**config.mk**
```make
export PLATFORM = sky130hd
export DESIGN_NAME = rr_decoder_arbiter
export DESIGN_NICKNAME = d
export VERILOG_FILES = /design/src/rtl/rr_decoder_arbiter.sv
export SDC_FILE = /design/constraint.sdc
export NUM_CORES = 1
export LEC_CHECK = 0
export ABC_AREA = 1
export CAP_MARGIN = 20
export CORE_MARGIN = 3
export CORE_UTILIZATION = 49
export CTS_CLUSTER_DIAMETER = 120
export DETAILED_ROUTE_END_ITERATION = 10
export GPL_ROUTABILITY_DRIVEN = 0
export PLACE_DENSITY_LB_ADDON = 0.1
export SLEW_MARGIN = 20
export SYNTH_ARGS = -nofsm -noshare
export SYNTH_HDL_FRONTEND = slang
export SYNTH_SLANG_ARGS = --single-unit
```
**constraint.sdc**
```tcl
create_clock -name clk -period 1.6 [get_ports clk]
set_input_delay 0.4 -clock clk [delete_from_list [all_inputs] [get_ports clk]]
set_output_delay 0.4 -clock clk [all_outputs]
set_load 0.005 [all_outputs]
```
**src/rtl/rr_decoder_arbiter.sv**
```systemverilog
// rr_decoder_arbiter: round-robin sharing of one 2-to-4 line decoder among
// four requesters. A grant is held until the owner signals done or withdraws
// its request. One break-before-make cycle (en_n=1) separates two grants.
// Optional feature macro: ARB_TIMEOUT_EN adds a hold counter that forces a
// release after MAX_HOLD grant cycles and pulses 'timeout' during that release.
module rr_decoder_arbiter #(
  parameter int MAX_HOLD = 8,
  parameter int HOLD_W   = 4
) (
  input  logic       clk,
  input  logic       rst,
  input  logic [3:0] req,
  input  logic       done,
  output logic       sel_a,
  output logic       sel_b,
  output logic       en_n,
  output logic [3:0] grant,
  output logic       busy,
  output logic       timeout
);

  typedef enum logic [1:0] {
    IDLE    = 2'd0,
    GRANT   = 2'd1,
    RELEASE = 2'd2
  } state_t;

  // The hold counter must be able to reach MAX_HOLD-1.
  if (MAX_HOLD < 2 || MAX_HOLD > (2 ** HOLD_W) - 1) begin : g_bad_cfg
    $error("rr_decoder_arbiter: MAX_HOLD out of range for HOLD_W");
  end

  state_t     state_q, state_d;
  logic [1:0] ptr_q, ptr_d;
  logic [1:0] idx_q, idx_d;
  logic [1:0] sel_q, sel_d;
  logic       en_n_q, en_n_d;
  logic [3:0] grant_q, grant_d;
  logic       busy_q, busy_d;
  logic       timeout_d;
  logic [1:0] pick;
  logic       pick_valid;
  logic       release_req;
  logic       forced;

`ifdef ARB_TIMEOUT_EN
  logic [HOLD_W-1:0] hold_q, hold_d;
  logic              timeout_q;
`endif

  // Round-robin search starting just after the last owner; nearest wins.
  always_comb begin
    logic [1:0] cand;
    pick       = 2'd0;
    pick_valid = 1'b0;
    cand       = 2'd0;
    for (int i = 4; i >= 1; i--) begin
      cand = ptr_q + 2'(i);
      if (req[cand]) begin
        pick       = cand;
        pick_valid = 1'b1;
      end
    end
  end

  // Next-state and next-output logic; outputs default to their idle values.
  always_comb begin
    state_d     = state_q;
    ptr_d       = ptr_q;
    idx_d       = idx_q;
    sel_d       = 2'd0;
    en_n_d      = 1'b1;
    grant_d     = 4'd0;
    busy_d      = 1'b0;
    timeout_d   = 1'b0;
    release_req = done | ~req[idx_q];
    forced      = 1'b0;
`ifdef ARB_TIMEOUT_EN
    hold_d      = hold_q;
    forced      = (hold_q == HOLD_W'(MAX_HOLD - 1)) && !release_req;
`endif
    case (state_q)
      IDLE: begin
        if (pick_valid) begin
          state_d = GRANT;
          idx_d   = pick;
          sel_d   = pick;
          en_n_d  = 1'b0;
          grant_d = 4'b0001 << pick;
          busy_d  = 1'b1;
`ifdef ARB_TIMEOUT_EN
          hold_d  = '0;
`endif
        end
      end
      GRANT: begin
`ifdef ARB_TIMEOUT_EN
        hold_d = hold_q + HOLD_W'(1);
`endif
        if (release_req || forced) begin
          state_d   = RELEASE;
          busy_d    = 1'b1;
          timeout_d = forced;
        end else begin
          sel_d   = idx_q;
          en_n_d  = 1'b0;
          grant_d = 4'b0001 << idx_q;
          busy_d  = 1'b1;
        end
      end
      RELEASE: begin
        state_d = IDLE;
        ptr_d   = idx_q;
      end
      default: begin
        state_d = IDLE;
      end
    endcase
  end

  // State and registered outputs; reset drops any grant without a release cycle.
  always_ff @(posedge clk) begin
    if (rst) begin
      state_q   <= IDLE;
      ptr_q     <= 2'd3;
      idx_q     <= 2'd0;
      sel_q     <= 2'd0;
      en_n_q    <= 1'b1;
      grant_q   <= 4'd0;
      busy_q    <= 1'b0;
`ifdef ARB_TIMEOUT_EN
      hold_q    <= '0;
      timeout_q <= 1'b0;
`endif
    end else begin
      state_q   <= state_d;
      ptr_q     <= ptr_d;
      idx_q     <= idx_d;
      sel_q     <= sel_d;
      en_n_q    <= en_n_d;
      grant_q   <= grant_d;
      busy_q    <= busy_d;
`ifdef ARB_TIMEOUT_EN
      hold_q    <= hold_d;
      timeout_q <= timeout_d;
`endif
    end
  end

  assign sel_a = sel_q[1];
  assign sel_b = sel_q[0];
  assign en_n  = en_n_q;
  assign grant = grant_q;
  assign busy  = busy_q;
`ifdef ARB_TIMEOUT_EN
  assign timeout = timeout_q;
`else
  assign timeout = 1'b0;
  logic unused_ok;
  assign unused_ok = ^{timeout_d, forced};
`endif

endmodule

```
# Yosys cells after proc, flatten, opt, wreduce, memory -nomap -nowiden
# Index checks and enable logic that the tools add are counted.
# Widths: inputs -> output; s select.
[word_totals]
latch_bits = 0
memories = 0
ramBits = 0
elab_cells = 58
register_bits = 14
romBits = 0
[op_classes]
reduce_logical = 3
muxes = 32
n_addsub = 3
div_mod_pow = 0
n_eq_ne = 4
shifts = 2
magnitude_cmp = 5
mul = 0
bitwise_logic = 2
[op_table]
columns = ["op", "count"]
rows = [
  ["$mux 2", 8],
  ["$lt 2x3->1 const B", 5],
  ["$mux 1", 12],
  ["$bmux 1 s2", 5],
  ["$mux 4", 2],
  ["$pmux 2 s2", 2],
  ["$pmux 4 s2", 1],
  ["$shl 1x2->4 const A", 2],
  ["$add 2x2->2 const B", 2],
  ["$ne 2x2->1 const B", 2],
  ["$pmux 1 s2", 2],
  ["$reduce_and 2->1", 2],
  ["$add 2x1->2 const B", 1],
  ["$eq 2x1->1 const B", 1],
  ["$eq 2x2->1 const B", 1],
  ["$logic_not 2->1", 1],
  ["$not 1->1", 1],
  ["$or 1x1->1", 1],
]

# Logic depth before layout (Yosys ltp)
[logic_depth]
ltp_word = 9
ltp_mapped = 14
ltp_nobuf = 13

# Worst setup path before layout
# No wires, ideal clock.
[synth_path]
kind = "register to register"
from = "register ptr_q[0]"
to = "register idx_q[0]"
setup_time_ps = 109
required_time_ps = 1491
path_buffers = 1
stages_incl_launch_ff = 15
t_arrival_ps = 1176
setup_slack_ps = 315
cell_sequence = "dfxtp_1 -> buf_6 -> inv_8 -> nand2_2 -> nand2_4 -> nand2_1 -> nand2_1 -> nand2_2 -> nand2_2 -> nand2_2 -> nand2_2 -> nand2_2 -> o21ai_2 -> nand2_1 -> inv_1"
[synth_between]
elab_chain_cells = 7
[synth_rtl]
columns = ["item", "line", "text"]
rows = [
  ["start, declared", "34", "logic [1:0] ptr_q, ptr_d;"],
  ["start signal, assigned", "137", "ptr_q <= ptr_d;"],
  ["$add 2x2->2 or $bmux 1 s2 (tied branches)", "58, 59", ""],
  ["$bmux 1 s2 or $mux 1 (tied branches)", "59", "if (req[cand]) begin"],
  ["$mux 1 (not written as such)", "59", ""],
  ["$mux 1 (3 in a row)", "59", ""],
  ["$reduce_and 2->1 (no source line)", "--", ""],
  ["end signal, assigned", "138", "idx_q <= idx_d;"],
  ["end, declared", "35", "logic [1:0] idx_q, idx_d;"],
]
# Parallel ways exist; a longest one is shown, timed or not. The select of a mux whose other input is x is not followed.
# A chain may end at the register's enable or synchronous reset.

# Final worst setup path
[layout_path]
from = "register en_n_q (netlist: en_n)"
to = "output port en_n"
[layout_rtl]
columns = ["item", "line", "text"]
rows = [
  ["start, declared", "37", "logic en_n_q, en_n_d;"],
  ["start signal, assigned", "140", "en_n_q <= en_n_d;"],
  ["end, declared", "16", "output logic en_n,"],
]
# No word-level cell between the ends.

==> results.json <==
{
  "end_kind": "output port",
  "die_w_um": 47.27,
  "hp-class": "flop to flop",
  "syn_nets": 135,
  "fin_area_um2": 1060,
  "critPathLaunchType": "flop",
  "antenna_found_initial": 0,
  "grt-ovfl-total": 0,
  "drc": 0,
  "cp_top_family": "buffers and inverters",
  "internal_power_uw": 704.3,
  "cp_slowest_stage_delay_ps": 520,
  "fill_cells": 142,
  "wl_met2_um": 892,
  "clock_power_share": 0.228,
  "vias": 826,
  "port_buffers": 14,
  "dr.first_iter.drc_count": 22,
  "via_per_inst": 5.006,
  "crit_slowest_cell": "clkdlybuf4s50_1",
  "comb_power_share": 0.380,
  "layout.cells.non_filler": 165,
  "ir_worst_vdd_mv": 0.7837,
  "h-tree-depth": 1,
  "p_leak_uw": 0.0005650,
  "ios": 16,
  "rsz0062_at_grt": "false",
  "cts_inserted_buffers": 3,
  "critPathKind": "flop to output port",
  "numClockSinks": 14,
  "yosys_warnings": 0,
  "multi_input_area_um2": 441.7,
  "max_cap_viol_count": 0,
  "synth_seq_cells": 14,
  "synth.yosys.seq_area_share": 0.3358,
  "arrival_ps": 1130,
  "drtAntennaViolNets": 0,
  "grt_pass1_wl_um": 2780,
  "cts-root-buf": "clkbuf_4",
  "drive_above_1_share": 0.2215,
  "cts_setup_buffers": 0,
  "dr.pass1.iters": 4,
  "skew_ps": 9.069,
  "post-route-period-util": 0.9546,
  "cts_buffer_depth": 2,
  "syn_inst": 128,
  "setup_viol": 0,
  "synth_cell_type_count": 24,
  "finalHoldViolCount": 0,
  "wl_per_cell_um": 10.28,
  "grt_max_degree": 10,
  "slew_viol_final": 0,
  "path_clk_slew_ps": 80,
  "seq_power_share": 0.392,
  "power_density_nw_per_um2": 1000,
  "avgSynthCellArea_um2": 6.520,
  "syn_to_final_growth_pct": 26.99,
  "wirelength_met1_um": 714,
  "num_rows": 14,
  "antennaDiodeCount": 0,
  "min_period_ps": 1527,
  "die_area_um2": 2234,
  "initial_utilization": 0.5353,
  "crit_buf_inv": 1,
  "grt_pass1_vias": 714,
  "p_switching_uw": 355.5,
  "hpwlAfterDp_um": 1460,
  "max_freq_mhz": 654.7,
  "core_area_um2": 1559,
  "whs_ps": 494.5,
  "path_max_fanout": 1,
  "highest_layer": "met4",
  "die_h_um": 47.27,
  "cts_tree": "done",
  "clk_latency_ps": 270,
  "cp.required_ps": 1200,
  "crit_chain": "clkdlybuf4s50_1",
  "switching_share": 0.3355,
  "layout.nets": 157,
  "status": "completed",
  "wl_met3_um": 78,
  "regArea_um2": 280.3,
  "placed_area_um2": 1017,
  "place_inst": 161,
  "fin_tns_setup_ps": 0,
  "track_usage": 0.1741,
  "mappedNetlistArea_um2": 834.6,
  "drt_wl_total_um": 1696
}
## cells in the mapped netlist
master	instances	area, µm²
a21oi_2	2	17.52
clkbuf_1	1	3.750
buf_6	1	11.26
nand2_1	37	138.9
inv_1	19	71.32
nor2_1	7	26.28
o21ai_1	1	5.000
nand2_4	1	11.26
nor2_2	1	6.260
dfxtp_1	14	280.3
o2111ai_1	1	8.760
nand4_1	2	12.51
a21oi_1	9	45.04
nand3_2	1	10.01
inv_2	2	7.510
inv_8	1	11.26
nand2_2	13	81.33
o21ai_2	2	17.52
nor3_1	2	10.01
conb_1	1	3.750
buf_4	1	7.510
o21ai_0	3	15.01
nand3b_1	1	7.510
nand3_1	5	25.02
## routing by layer
metal | global-route usage | vias up
met2 | 0.3075 | 18
met3 | 0.05747 | 2
met4 | 0.01657 | 0
met5 | 0 | -
li1 | - | 435
met1 | 0.2110 | 371
## worst min-delay path: cells and delay by family, from the launching register on
kind / cells / cell delay [ps]
flops: 1 / 330
simple gates: 1 / 70
compound gates: 1 / 50
## through the flow
stage / total power (µW) / util / worst slack (ps)
after CTS: 1069 / 0.6750 / 5.391
after detailed placement: 827.7 / 0.6525 / -296.7
after global routing: 1133 / 0.6798 / 12.74
after floorplan: 690.8 / - / 315.2
final: 1060 / 0.6798 / 72.65
after global placement: 815.5 / 0.6525 / -249.5
## final timing paths
| kind | cells past startpoint | slack, ps | endpoint | start |
|---|---|---|---|---|
| worst min register to register | 2 | 490 | sel_q[1] | idx_q[1] |
| worst max-delay path | 1 | 70 | en_n | en_n |
| worst min-delay path | 2 | 490 | sel_q[1] | idx_q[1] |
| worst max register to register | 14 | 130 | idx_q[0] | ptr_q[0] |
## kinds of logic after synthesis
family          after synthesis  share of synthesized area
simple gates                 70                     0.3943
buf+inv                      25                     0.1349
other cells                   1                   0.004493
compound gates               18                     0.1304
flops                        14                     0.3358
## what timing repair did
action                                  CTS  global route
pin swaps                                 0             1
hold buffers                              0             0
gates cloned                              0             0
resized for setup                         1             3
endpoints found under the setup margin    1             8
## power groups by stage
stage | registers (µW) | clock network [µW] | logic (µW)
6_report | 416 | 241 | 403
5_1_grt | 421 | 262 | 449
4_1_cts | 416 | 250 | 404
3_5_place_dp | 424 | 0 | 404
3_3_place_gp | 422 | 0 | 394
2_1_floorplan | 425 | 0 | 266
## registers in the layout, indices dropped and copies added (netlist names)
| name | flops |
|---|---|
| state_q | 2 |
| sel_q | 2 |
| ptr_q | 2 |
| busy | 1 |
| grant | 4 |
| en_n | 1 |
| idx_q | 2 |
## cell usage in the layout, fill, tap and decap left out, drive strengths merged, types with 2 or more instances in the layout
master / count
nor3: 2
o21ai: 6
clkbuf: 4
nand3: 6
a21oi: 11
dlymetal6s2s: 3
nor2: 8
dfxtp: 14
clkdlybuf4s50: 10
nand4: 2
nand2: 51
buf: 6
inv: 22
## layout make-up
| cell class | count | share of cell area |
|---|---|---|
| Inverter | 22 | 0.08501 |
| Multi-Input combinational cell | 89 | 0.4168 |
| Timing Repair Buffer | 20 | 0.1806 |
| Tap cell | 16 | 0.01889 |
| Sequential cell | 14 | 0.2645 |
| Clock buffer | 4 | 0.03424 |
(Power assumes the default switching activity.)
